--- config.mk ---
export PLATFORM = sky130hd
export DESIGN_NAME = conv_window_scheduler_flat
export DESIGN_NICKNAME = d
export VERILOG_FILES = /design/src/rtl/conv_window_scheduler_if.sv /design/src/rtl/conv_window_scheduler.sv /design/src/flat_wrapper.sv
export SDC_FILE = /design/constraint.sdc
export NUM_CORES = 1
export LEC_CHECK = 0
export ABC_AREA = 1
export CELL_PAD_IN_SITES_DETAIL_PLACEMENT = 1
export CELL_PAD_IN_SITES_GLOBAL_PLACEMENT = 1
export CORE_MARGIN = 5
export CORE_UTILIZATION = 35
export DETAILED_ROUTE_END_ITERATION = 6
export PLACE_DENSITY = 0.85
export SLEW_MARGIN = 10
export SYNTH_ARGS = -nofsm -noshare
export SYNTH_HDL_FRONTEND = slang
export SYNTH_SLANG_ARGS = --single-unit
--- constraint.sdc ---
create_clock -name clk -period 2.3 [get_ports clk]
set_clock_uncertainty 0.1 [all_clocks]
set_input_delay 0.46 -clock clk [delete_from_list [all_inputs] [get_ports clk]]
set_output_delay 0.46 -clock clk [all_outputs]
set_load 0.02 [all_outputs]
--- src/rtl/conv_window_scheduler_if.sv ---
// Request/response/write-back bundle between the convolution scheduler, the shared
// MAC engine and the layer output buffer.
interface conv_window_scheduler_if #(
   parameter int DATA_WIDTH = 16,
   parameter int H          = 32,
   parameter int W          = 32,
   parameter int F          = 5,
   parameter int K          = 6,
   parameter int P          = 2
);
   localparam int OH    = H - F + 1 + 2 * P;
   localparam int OW    = W - F + 1 + 2 * P;
   localparam int TOTAL = K * OH * OW;
   localparam int AW    = $clog2(TOTAL);
   localparam int FW    = $clog2(K);
   localparam int RW    = $clog2(H + P) + 1;
   localparam int CW    = $clog2(W + P) + 1;

   logic                         req_valid;
   logic                         req_ready;
   logic        [FW-1:0]         req_filter;
   logic signed [RW-1:0]         req_row;
   logic signed [CW-1:0]         req_col;
   logic                         rsp_valid;
   logic        [DATA_WIDTH-1:0] rsp_data;
   logic                         wr_en;
   logic        [AW-1:0]         wr_addr;
   logic        [DATA_WIDTH-1:0] wr_data;

   modport master (
      output req_valid, req_filter, req_row, req_col, wr_en, wr_addr, wr_data,
      input  req_ready, rsp_valid, rsp_data
   );

   modport slave (
      input  req_valid, req_filter, req_row, req_col, wr_en, wr_addr, wr_data,
      output req_ready, rsp_valid, rsp_data
   );
endinterface

--- src/rtl/conv_window_scheduler.sv ---
// Walks every filter and output pixel of a padded convolution, issues one window
// request per pixel to the MAC engine under a credit limit, and writes results back in order.
module conv_window_scheduler #(
   parameter int DATA_WIDTH = 16,
   parameter int H          = 32,
   parameter int W          = 32,
   parameter int F          = 5,
   parameter int K          = 6,
   parameter int P          = 2,
   parameter int MAX_OUT    = 4
) (
   input  logic                    clk,
   input  logic                    reset,
   input  logic                    start,
   output logic                    busy,
   output logic                    done,
   output logic                    err,
   conv_window_scheduler_if.master bus
);
   localparam int OH    = H - F + 1 + 2 * P;
   localparam int OW    = W - F + 1 + 2 * P;
   localparam int TOTAL = K * OH * OW;
   localparam int AW    = $clog2(TOTAL);
   localparam int FW    = $clog2(K);
   localparam int RW    = $clog2(H + P) + 1;
   localparam int CW    = $clog2(W + P) + 1;
   localparam int RCW   = $clog2(OH);
   localparam int CCW   = $clog2(OW);
   localparam int OCW   = $clog2(MAX_OUT + 1);

   localparam logic [FW-1:0]  FILTER_LAST = FW'(K - 1);
   localparam logic [RCW-1:0] ROW_LAST    = RCW'(OH - 1);
   localparam logic [CCW-1:0] COL_LAST    = CCW'(OW - 1);
   localparam logic [AW-1:0]  ADDR_LAST   = AW'(TOTAL - 1);
   localparam logic [OCW-1:0] CREDIT_MAX  = OCW'(MAX_OUT);

   typedef enum logic [1:0] {IDLE, ISSUE, DRAIN, DONE} state_t;

   state_t                  state;
   logic [FW-1:0]           filter_cnt;
   logic [RCW-1:0]          row_cnt;
   logic [CCW-1:0]          col_cnt;
   logic [OCW-1:0]          outstanding;
   logic [AW-1:0]           wr_cnt;
   logic                    wr_en_q;
   logic [DATA_WIDTH-1:0]   wr_data_q;

   logic fire;
   logic rsp_ok;
   logic spurious;
   logic last_req;
   logic last_wr;

   // Credit is judged on the registered count only, so a response in this cycle
   // frees a slot no earlier than the next one.
   assign bus.req_valid  = (state == ISSUE) && (outstanding < CREDIT_MAX);
   assign bus.req_filter = filter_cnt;
   assign bus.req_row    = RW'(row_cnt) - RW'(P);
   assign bus.req_col    = CW'(col_cnt) - CW'(P);
   assign bus.wr_en      = wr_en_q;
   assign bus.wr_addr    = wr_cnt;
   assign bus.wr_data    = wr_data_q;

   assign fire     = bus.req_valid && bus.req_ready;
   assign rsp_ok   = bus.rsp_valid && (outstanding != '0);
   assign spurious = bus.rsp_valid && (outstanding == '0);
   assign last_req = (filter_cnt == FILTER_LAST) && (row_cnt == ROW_LAST) && (col_cnt == COL_LAST);
   assign last_wr  = wr_en_q && (wr_cnt == ADDR_LAST);

   always_ff @(posedge clk or posedge reset) begin
      if (reset) begin
         state       <= IDLE;
         busy        <= 1'b0;
         done        <= 1'b0;
         err         <= 1'b0;
         filter_cnt  <= '0;
         row_cnt     <= '0;
         col_cnt     <= '0;
         outstanding <= '0;
         wr_cnt      <= '0;
         wr_en_q     <= 1'b0;
         wr_data_q   <= '0;
      end else begin
         done    <= 1'b0;
         wr_en_q <= rsp_ok;
         if (rsp_ok) begin
            wr_data_q <= bus.rsp_data;
         end
         if (spurious) begin
            err <= 1'b1;
         end
         if (wr_en_q) begin
            wr_cnt <= last_wr ? '0 : wr_cnt + AW'(1);
         end

         if (fire && !rsp_ok) begin
            outstanding <= outstanding + OCW'(1);
         end else if (!fire && rsp_ok) begin
            outstanding <= outstanding - OCW'(1);
         end

         // Column is innermost, filter outermost; everything wraps back to zero after the last window.
         if (fire) begin
            if (col_cnt == COL_LAST) begin
               col_cnt <= '0;
               if (row_cnt == ROW_LAST) begin
                  row_cnt    <= '0;
                  filter_cnt <= (filter_cnt == FILTER_LAST) ? '0 : filter_cnt + FW'(1);
               end else begin
                  row_cnt <= row_cnt + RCW'(1);
               end
            end else begin
               col_cnt <= col_cnt + CCW'(1);
            end
         end

         case (state)
            IDLE: begin
               if (start) begin
                  state       <= ISSUE;
                  busy        <= 1'b1;
                  filter_cnt  <= '0;
                  row_cnt     <= '0;
                  col_cnt     <= '0;
                  outstanding <= '0;
                  wr_cnt      <= '0;
               end
            end
            ISSUE: begin
               if (fire && last_req) begin
                  state <= DRAIN;
               end
            end
            DRAIN: begin
               if (last_wr) begin
                  state <= DONE;
                  busy  <= 1'b0;
                  done  <= 1'b1;
               end
            end
            DONE: begin
               state <= IDLE;
            end
            default: begin
               state <= IDLE;
            end
         endcase
      end
   end
endmodule

--- src/flat_wrapper.sv ---
// flat-port wrapper written by rule: the top's interface ports become plain ports
module conv_window_scheduler_flat 
#(
   parameter int DATA_WIDTH = 16,
   parameter int H          = 32,
   parameter int W          = 32,
   parameter int F          = 5,
   parameter int K          = 6,
   parameter int P          = 2,
   parameter int MAX_OUT    = 4
)
  (clk, reset, start, busy, done, err, bus_req_valid, bus_req_filter, bus_req_row, bus_req_col, bus_wr_en, bus_wr_addr, bus_wr_data, bus_req_ready, bus_rsp_valid, bus_rsp_data);
  conv_window_scheduler_if #(.DATA_WIDTH(DATA_WIDTH), .H(H), .W(W), .F(F), .K(K), .P(P)) bus_i ();
  input  logic clk;
  input  logic reset;
  input  logic start;
  output logic busy;
  output logic done;
  output logic err;
  output wire logic [$bits(bus_i.req_valid)-1:0] bus_req_valid;
  output wire logic [$bits(bus_i.req_filter)-1:0] bus_req_filter;
  output wire logic [$bits(bus_i.req_row)-1:0] bus_req_row;
  output wire logic [$bits(bus_i.req_col)-1:0] bus_req_col;
  output wire logic [$bits(bus_i.wr_en)-1:0] bus_wr_en;
  output wire logic [$bits(bus_i.wr_addr)-1:0] bus_wr_addr;
  output wire logic [$bits(bus_i.wr_data)-1:0] bus_wr_data;
  input wire logic [$bits(bus_i.req_ready)-1:0] bus_req_ready;
  input wire logic [$bits(bus_i.rsp_valid)-1:0] bus_rsp_valid;
  input wire logic [$bits(bus_i.rsp_data)-1:0] bus_rsp_data;
  assign bus_req_valid = bus_i.req_valid;
  assign bus_req_filter = bus_i.req_filter;
  assign bus_req_row = bus_i.req_row;
  assign bus_req_col = bus_i.req_col;
  assign bus_wr_en = bus_i.wr_en;
  assign bus_wr_addr = bus_i.wr_addr;
  assign bus_wr_data = bus_i.wr_data;
  assign bus_i.req_ready = bus_req_ready;
  assign bus_i.rsp_valid = bus_rsp_valid;
  assign bus_i.rsp_data = bus_rsp_data;
  conv_window_scheduler #(.DATA_WIDTH(DATA_WIDTH), .H(H), .W(W), .F(F), .K(K), .P(P), .MAX_OUT(MAX_OUT)) u_core (.clk(clk), .reset(reset), .start(start), .busy(busy), .done(done), .err(err), .bus(bus_i));
endmodule
# Word-level counts from Yosys, hierarchy flattened
# Index checks and enable logic that the tools add are counted.
# W data, S select, Z words.
dict set report word_totals {
  regBits 51
  latch_bits 0
  mem_bits_rw 0
  rom_bits 0
  in_bits 21
  output_inout_bits 51
  word_cells 80
  n_memories 0
}
dict set report classes {
  addsub 8
  n_mul 0
  n_div 0
  magnitude_cmp 1
  n_eq_ne 10
  n_shift 0
  muxes 32
  bitwise 0
  reduce_logical 18
}
# operator n
set op_table {}
lappend op_table {{$mux W13} 4}
lappend op_table {{$mux W5} 9}
lappend op_table {{$mux W3} 10}
lappend op_table {{$add A13 B1 Y13 const B} 1}
lappend op_table {{$eq A13 B13 Y1 const B} 1}
lappend op_table {{$sub A5 B2 Y6 const B} 2}
lappend op_table {{$add A5 B1 Y5 const B} 2}
lappend op_table {{$eq A5 B5 Y1 const B} 2}
lappend op_table {{$logic_and A1 B1 Y1} 10}
lappend op_table {{$pmux W2 S4} 1}
lappend op_table {{$add A3 B1 Y3 const B} 2}
lappend op_table {{$mux W2} 3}
lappend op_table {{$reduce_and A3 Y1} 2}
lappend op_table {{$eq A2 B2 Y1 const B} 2}
lappend op_table {{$mux W1} 4}
lappend op_table {{$ne A2 B2 Y1 const B} 2}
lappend op_table {{$eq A3 B3 Y1 const B} 1}
lappend op_table {{$logic_not A3 Y1} 1}
lappend op_table {{$lt A3 B3 Y1 const B} 1}
lappend op_table {{$reduce_bool A3 Y1} 1}
lappend op_table {{$sub A3 B1 Y3 const B} 1}
lappend op_table {{$eq A2 B1 Y1 const B} 1}
lappend op_table {{$logic_not A1 Y1} 2}
lappend op_table {{$logic_not A2 Y1} 1}
lappend op_table {{other kinds (3)} 3}

# Longest topological paths before layout
# Gate-level depths: netlist of the first run.
dict set report depth {
  depth_word 9
  mapped_depth 11
  mapped_depth_nobuf 11
}

# Worst setup path after synthesis of the first run
# OpenSTA, ideal clock, no wires.
dict set report synth_timing {
  path_type {register to output}
  from {register u_core.row_cnt[1]}
  to {output bus_req_row[6]}
  t_arrival_ps 1377
  t_required_ps 1740
  slack_ps 363
  stages_incl_launch_ff 6
  path_buffers 1
  path_cell_list {dfrtp_1 inv_1 ha_1 nand2_1 nor2_1 buf_4}
}
dict set report synth_between {
  elab_chain_cells 1
}
# item line
set synth_rtl {}
lappend synth_rtl {{start, declared} conv_window_scheduler.sv:41} ;# logic [RCW-1:0] row_cnt;
lappend synth_rtl {{start signal, assigned} conv_window_scheduler.sv:110} ;# row_cnt <= row_cnt + RCW'(1);
lappend synth_rtl {{$sub A5 B2 Y6} conv_window_scheduler.sv:58} ;# assign bus.req_row = RW'(row_cnt) - RW'(P);
lappend synth_rtl {{end, declared} flat_wrapper.sv:22} ;# output wire logic [$bits(bus_i.req_row)-1:0] bus_req_row;
# Every way passes these cells.

# Worst setup path in the final report of the first run
dict set report layout_timing {
  from {register u_core.col_cnt[1]}
  to {output bus_req_col[5]}
}
dict set report layout_between {
  elab_chain_cells 1
}
# item line
set layout_rtl {}
lappend layout_rtl {{start, declared} conv_window_scheduler.sv:42} ;# logic [CCW-1:0] col_cnt;
lappend layout_rtl {{start signal, assigned} conv_window_scheduler.sv:113} ;# col_cnt <= col_cnt + CCW'(1);
lappend layout_rtl {{$sub A5 B2 Y6} conv_window_scheduler.sv:59} ;# assign bus.req_col = CW'(col_cnt) - CW'(P);
lappend layout_rtl {{end, declared} flat_wrapper.sv:23} ;# output wire logic [$bits(bus_i.req_col)-1:0] bus_req_col;
# Every way passes these cells.

==> out/results.tsv, run 1 <==
metric	value	unit
status	completed	
hold buffer count at cts	0	
synth unique cells	30	
Post-synth EDFFs	0	
Fin Setup TNS	0	ps
Syn Nets	369	
Root Buffer	clkbuf_8	
CP Launch Point	u_core.col_cnt[1]	
Synth async-reset ratio	1.00	
Yosys reg bits	51	
uppermost routed layer	met4	
Worst-Skew Late Latency	310	ps
routed wl met2	3.68	mm
vias in the first global route	2661	
Max Slew Vio Count	0	
first-pass GRT wire length	12.5	mm
Peak VDD IR	0.000544	V
via count	2430	
routed len/inst	13.9	um
initial antenna violation count	0	
Leak Pwr	1.79	nW
Num Clock Sinks	51	
Clk pwr share	0.174	
Clock transition at path regs	100	ps
R2R depth	11	
synthesis-to-finish area growth	34.3	%
Worst Path Arrival	1590	ps
hold crit path type	primary input to async pin	
# DRC	0	
count of final setup violators	0	
final worst-path cycle share	0.934	
Sw Ratio	0.415	
Antenna Nets Post-Route	0	
CP max FO	4	
CP Class	register to output port	
biggest area consumer among synthesized cells	dfrtp_1	
final hold vios	0	
Fill cells	951	
# rows	32	
Synth area leaders	dfrtp_1 (47%), nand2_1 (14%), ha_1 (7.4%), inv_1 (5.0%), nor2_1 (4.6%)	
final instance area	3650	um^2
RSZ-0062 raised after global routing	false	
Int Pwr	2.20	mW
Worst R2R End	u_core.state[1]	
Fmax achieved	0.465	GHz
HPWL Detailed	5.55	mm
Levels on crit path	5	
relative slew slack	0.728	
Die Width	98.1	um
switching power	1.56	mW
max-capacitance violation count	0	
global placer's final weighted congestion	0.807	
# H-tree levels	2	
Placed Cells	502	
Port Buffers	71	
detailed-route wire length	7.11	mm
Starting Density	0.355	
CTS tree	yes	
pin count of the biggest net entering global routing	35	
Setup crit end	bus_req_col[5]	
cts bufs inserted	5	
routed length on met1	3.01	mm
CP Launch Type	register	
first drt pass iteration count	4	
pre-CTS WS	180	ps
CP top delay family	buffers and inverters	
Comb pwr share	0.476	
core area	7650	um^2
Die ar.	9620	um^2
WP data required	1740	ps
Starting DRT DRC Count	81	
Pwr per Cell Area	1030	nW/um^2
crit-path cells	inv_1, ha_1, nand2_1, nor2_1, dlygate4sd2_1	
FF-to-FF Start	u_core.col_cnt[0]	
Mapped Area	2720	um^2
total track usage	0.156	
final worst slack	151	ps
Sequential Power Share	0.350	
Avg Cell Area, Syn	8.18	um^2
DP Area	3550	um^2
grt ovf	0	
worst reg-to-reg setup slack	380	ps
Max clock buf depth	2	
Main synth FF type	dfrtp_1	
Post-layout nets	444	
Yosys warning count	0	
Non-Filler Instances	510	
share of post-route cells with drive strength above 1	0.0858	
number of I/O pins	72	
CP max stage delay	410	ps
cell count after synthesis	332	
Worst Max-Slew Pin Slew	408	ps
met3 WL	315	um
CP endpoint kind	output port	
Die Ht	98.1	um
register area share after synthesis	0.470	
diode count	0	
Yosys top cell area share	0.470	
min cycle time layout	2150	ps
Crit-path slowest cell	dfrtp_1	
post-DR vias/cell	4.76	
Buf/Inv on CP	2	
-- cells in the mapped netlist (2+ instances only) --
cell type	instances
a21oi_1	14
buf_2	2
buf_4	6
dfrtp_1	51
ha_1	16
inv_1	36
inv_2	2
inv_4	2
nand2_1	98
nand2_2	3
nand2_4	4
nand3_1	22
nand4_1	5
nor2_1	33
nor3_1	9
o21ai_0	10
or2_2	2
xnor2_1	2
xor2_1	4
-- worst min-delay path by stage --
stage / startpoint / end / slack (ps) / depth (start not counted)
3_5_place_dp: u_core.bus.wr_data[2] / u_core.bus.wr_data[2] / 370 / 2
5_1_grt: reset / u_core.bus.wr_data[6] / 390 / 2
4_1_cts: reset / u_core.bus.wr_data[6] / 350 / 2
6_report: reset / u_core.bus.wr_data[6] / 340 / 2
2_1_floorplan: u_core.outstanding[0] / u_core.outstanding[0] / 360 / 1
3_3_place_gp: u_core.err / u_core.err / 360 / 1
-- kinds of logic after synthesis --
group	Yosys count	share of synthesized area
buffers and inverters	50	0.0848
and+or+nand+nor	181	0.297
AOI/OAI and AO/OA	28	0.0553
DFF	51	0.470
adders and majority gates	16	0.0737
xor gates and xnor gates	6	0.0193
-- what timing repair did --
item / CTS / global route
setup endpoints to repair: 11 / 0
setup buffers: 0 / 0
gates resized for setup: 11 / 0
-- registers in the layout, summed over array words and instances, names as in the netlist --
signal and count:
u_core.busy 1, u_core.bus.wr_addr 13, u_core.col_cnt 5, u_core.err 1, u_core.outstanding 3, u_core.row_cnt 5, u_core.bus.wr_data 16, u_core.done 1
u_core.bus.req_filter 3, u_core.state 2, u_core.bus.wr_en 1
-- worst register-to-register path: cells and delay by family, from the launching register on --
kind | cells | cell delay (ps)
flip-flops | 1 | 420
AND/OR/NAND/NOR | 8 | 900
adder cells (fa/ha/maj) | 2 | 340
buffers and inverters | 1 | 50
-- area by class of cell --
class | instances | area [um^2] | share of cell area
clock buffers | 5 | 68.8 | 0.0189
well taps | 102 | 128 | 0.0350
inverters | 41 | 164 | 0.0449
flip-flops and latches | 51 | 1280 | 0.350
clock inverters | 3 | 47.5 | 0.0130
multi-input cells | 231 | 1210 | 0.332
repair buffers | 77 | 754 | 0.207
-- metal layers --
metal / GRT usage / vias up
li1: - / 1191
met1: 0.185 / 1181
met2: 0.282 / 50
met3: 0.0343 / 8
met4: 0.0426 / 0
met5: 0 / -
-- power by group through the flow --
stage	clock network, mW	registers [mW]	logic (mW)
after CTS	0.680	1.32	1.83
after floorplan	0	1.50	0.890
after global placement	0	1.33	1.78
after detailed placement	0	1.33	1.86
after global routing	0.714	1.36	2.00
final	0.654	1.32	1.79
-- stage by stage --
stage                      util  hold slack (ps)  total power [mW]
after detailed placement  0.464              373              3.19
after global placement    0.464              360              3.11
after CTS                 0.477              347              3.84
after floorplan               -              361              2.39
after global routing      0.477              391              4.07
final                     0.477              342              3.77
-- placed cells by master (no fill, tap or decap), drive strengths merged --
| master | count |
|---|---|
| nand2 | 105 |
| clkdlybuf4s50 | 60 |
| dfrtp | 51 |
| inv | 42 |
| nor2 | 35 |
| nand3 | 24 |
| ha | 16 |
| a21oi | 14 |
| dlygate4sd2 | 11 |
| o21ai | 11 |
| nor3 | 9 |
| buf | 6 |
| nand4 | 5 |
| clkbuf | 5 |
| xor2 | 4 |
| xnor2 | 2 |
| or2 | 2 |
| and3 | 1 |
| a31oi | 1 |
| o211a | 1 |
| a31o | 1 |
| clkinv | 1 |
| bufinv | 1 |
Note: power is estimated with default switching activity, not from simulation.
==> run 2: changes to the inputs <==
CORE_ASPECT_RATIO = 1.75   (was default)
CORE_MARGIN = 10   (was 5)
==> run 2 against run 1 <==
- worst setup slack improved by 48 ps
- fmax up 2.3%
- critical path depth unchanged
- count of clock-buffer cells in the layout rose by 1
- largest power group unchanged
==> out/results.tsv, run 2 (same netlist as run 1, synthesis figures left out) <==
metric	value	unit	change
status	completed		
Pwr Total	3.88	mW	+3.0%
leading cell type in the layout, fill and taps excluded	nand2_1		
crit-path cells	inv_1, ha_1, nand2_1, nor2_1, dlygate4sd2_1		
CTS tree	yes		
Peak VDD IR	0.000672	V	+23%
detailed-route wire length	8.02	mm	+13%
multi-input combinational cell area	1210	um^2	unchanged
# H-tree levels	2		unchanged
# rows	42		+31%
Port Buffers	71		unchanged
CP max stage delay	400	ps	about the same
count of final setup violators	0		unchanged
CP max FO	4		unchanged
routed len/inst	16.2	um	+16%
RSZ-0062 raised after global routing	false		
worst reg-to-reg setup slack	340	ps	-40 ps
total track usage	0.143		-0.0131
grt ovf	0		unchanged
CP Launch Type	register		
via count	2431		+0.041%
Post-CTS Setup Bufs	0		unchanged
Worst-Skew Late Latency	290	ps	-20 ps
hold crit path type	register to register		
Fill cells	931		-2.1%
Die Width	86.6	um	-12%
commonest non-fill, non-tap cells in the layout	nand2_1 (98), clkdlybuf4s50_1 (60), dfrtp_1 (51)		
pin count of the biggest net entering global routing	34		-2.9%
max-capacitance violation count	0		unchanged
Max Slew Vio Count	0		unchanged
cts bufs inserted	5		unchanged
Starting Density	0.359		+0.00376
HPWL Detailed	6.30	mm	+14%
Hold WS	380	ps	+38.6 ps
core area	7570	um^2	-1.0%
WP data required	1740	ps	about the same
final hold vios	0		unchanged
synthesis-to-finish area growth	34.9	%	
Root Buffer	clkbuf_16		
Seq. cell area	1280	um^2	unchanged
Pwr per Cell Area	1060	nW/um^2	+2.5%
post-DR vias/cell	4.90		+2.9%
global placer's final weighted congestion	0.796		-1.3%
diode count	0		unchanged
Worst Path Arrival	1540	ps	-50 ps
Antenna Nets Post-Route	0		unchanged
Die ar.	11800	um^2	+23%
Fin Setup TNS	0	ps	unchanged
Buf/Inv on CP	2		unchanged
share of post-route cells with drive strength above 1	0.0833		-0.00245
Fmax achieved	0.476	GHz	+2.3%
Die Ht	137	um	+39%
number of I/O pins	72		unchanged
min cycle time layout	2100	ps	-48.3 ps
Worst Max-Slew Pin Slew	436	ps	+28.0 ps
Clock transition at path regs	70	ps	-30 ps
final worst-path cycle share	0.913		-0.0210
initial antenna violation count	0		unchanged
Crit-path slowest cell	dfrtp_1		
first-pass GRT wire length	13.4	mm	+7.4%
CP Class	register to output port		
first drt pass iteration count	4		unchanged
vias in the first global route	2720		+2.2%
CP endpoint kind	output port		
max FFs per register	16		unchanged
Post-layout nets	444		unchanged
Leak Pwr	1.80	nW	+0.91%
CP top delay family	buffers and inverters		
relative slew slack	0.709		-0.0185
Max clock buf depth	2		unchanged
# DRC	0		unchanged
Num Clock Sinks	51		unchanged
Starting DRT DRC Count	83		+2.5%
==> run 2: cell count changes in the layout (fill, tap and decap cells not counted), moves of 2 or more <==
cell and delta:
dlymetal6s2s_1 +2, dlygate4sd2_1 -2, clkbuf_16 +5, clkbuf_8 -5
==> run 2: path summary, 6_finish.rpt <==
kind | startpoint | end | depth (start not counted)
min reg2reg | u_core.err | u_core.err | 1
max | u_core.row_cnt[1] | bus_req_row[6] | 5
max in group asynchronous | reset | u_core.bus.req_filter[0] | 3
min in group asynchronous | reset | u_core.bus.wr_data[3] | 2
min | u_core.err | u_core.err | 1
max reg2reg | u_core.col_cnt[0] | u_core.row_cnt[4] | 10
==> run 2: worst register-to-register path, delay by kind of cell, from the launching register on <==
| family | cells | cell delay (ps) |
|---|---|---|
| compound gates | 2 | 250 |
| buf+inv | 3 | 310 |
| simple gates | 3 | 390 |
| flops | 1 | 430 |
| fa+ha+maj | 2 | 350 |
==> run 2: through the flow <==
stage               setup WS, ps  instance area [um^2]   util  instances
global route                67.4                  3660  0.484        496
CTS                         6.01                  3660  0.483        496
floorplan                    363                  2720      -        332
finish                       199                  3660  0.484        496
detailed placement           209                  3530  0.466        488
global placement             264                  3530  0.466        488
==> run 2: power breakdown <==
part	leakage, nW	switching [mW]	internal [mW]
registers	0.662	0.185	1.14
clock network	0.0669	0.338	0.403
logic	1.07	1.07	0.747
==> run 2: layout make-up <==
class / count / share of cell area
sequential: 51 / 0.348
multi-input combinational: 231 / 0.330
timing repair buffer: 77 / 0.208
inverter: 41 / 0.0447
clock buffer: 6 / 0.0352
tap: 88 / 0.0301
clock inverter: 2 / 0.00342
==> run 2: metal layers <==
layer  wire length [um]  global-route usage  vias to the layer above
li1                   -                   -                     1193
met1               2780               0.134                     1182
met2               4680               0.272                       46
met3                364              0.0387                       10
met4                198              0.0642                        0
met5                  0                   0                        -
==> run 2: timing repair <==
| action | CTS | global route |
|---|---|---|
| pin swaps | 0 | 0 |
| endpoints found under the setup margin | 9 | 2 |
| hold buffers | 0 | 0 |
| resized for setup | 9 | 2 |
==> run 3: changes to the inputs <==
HOLD_SLACK_MARGIN = 0.1   (was default)
==> results of run 3 <==
No change in the layout: final DEF, timing and power equal those of run 2.
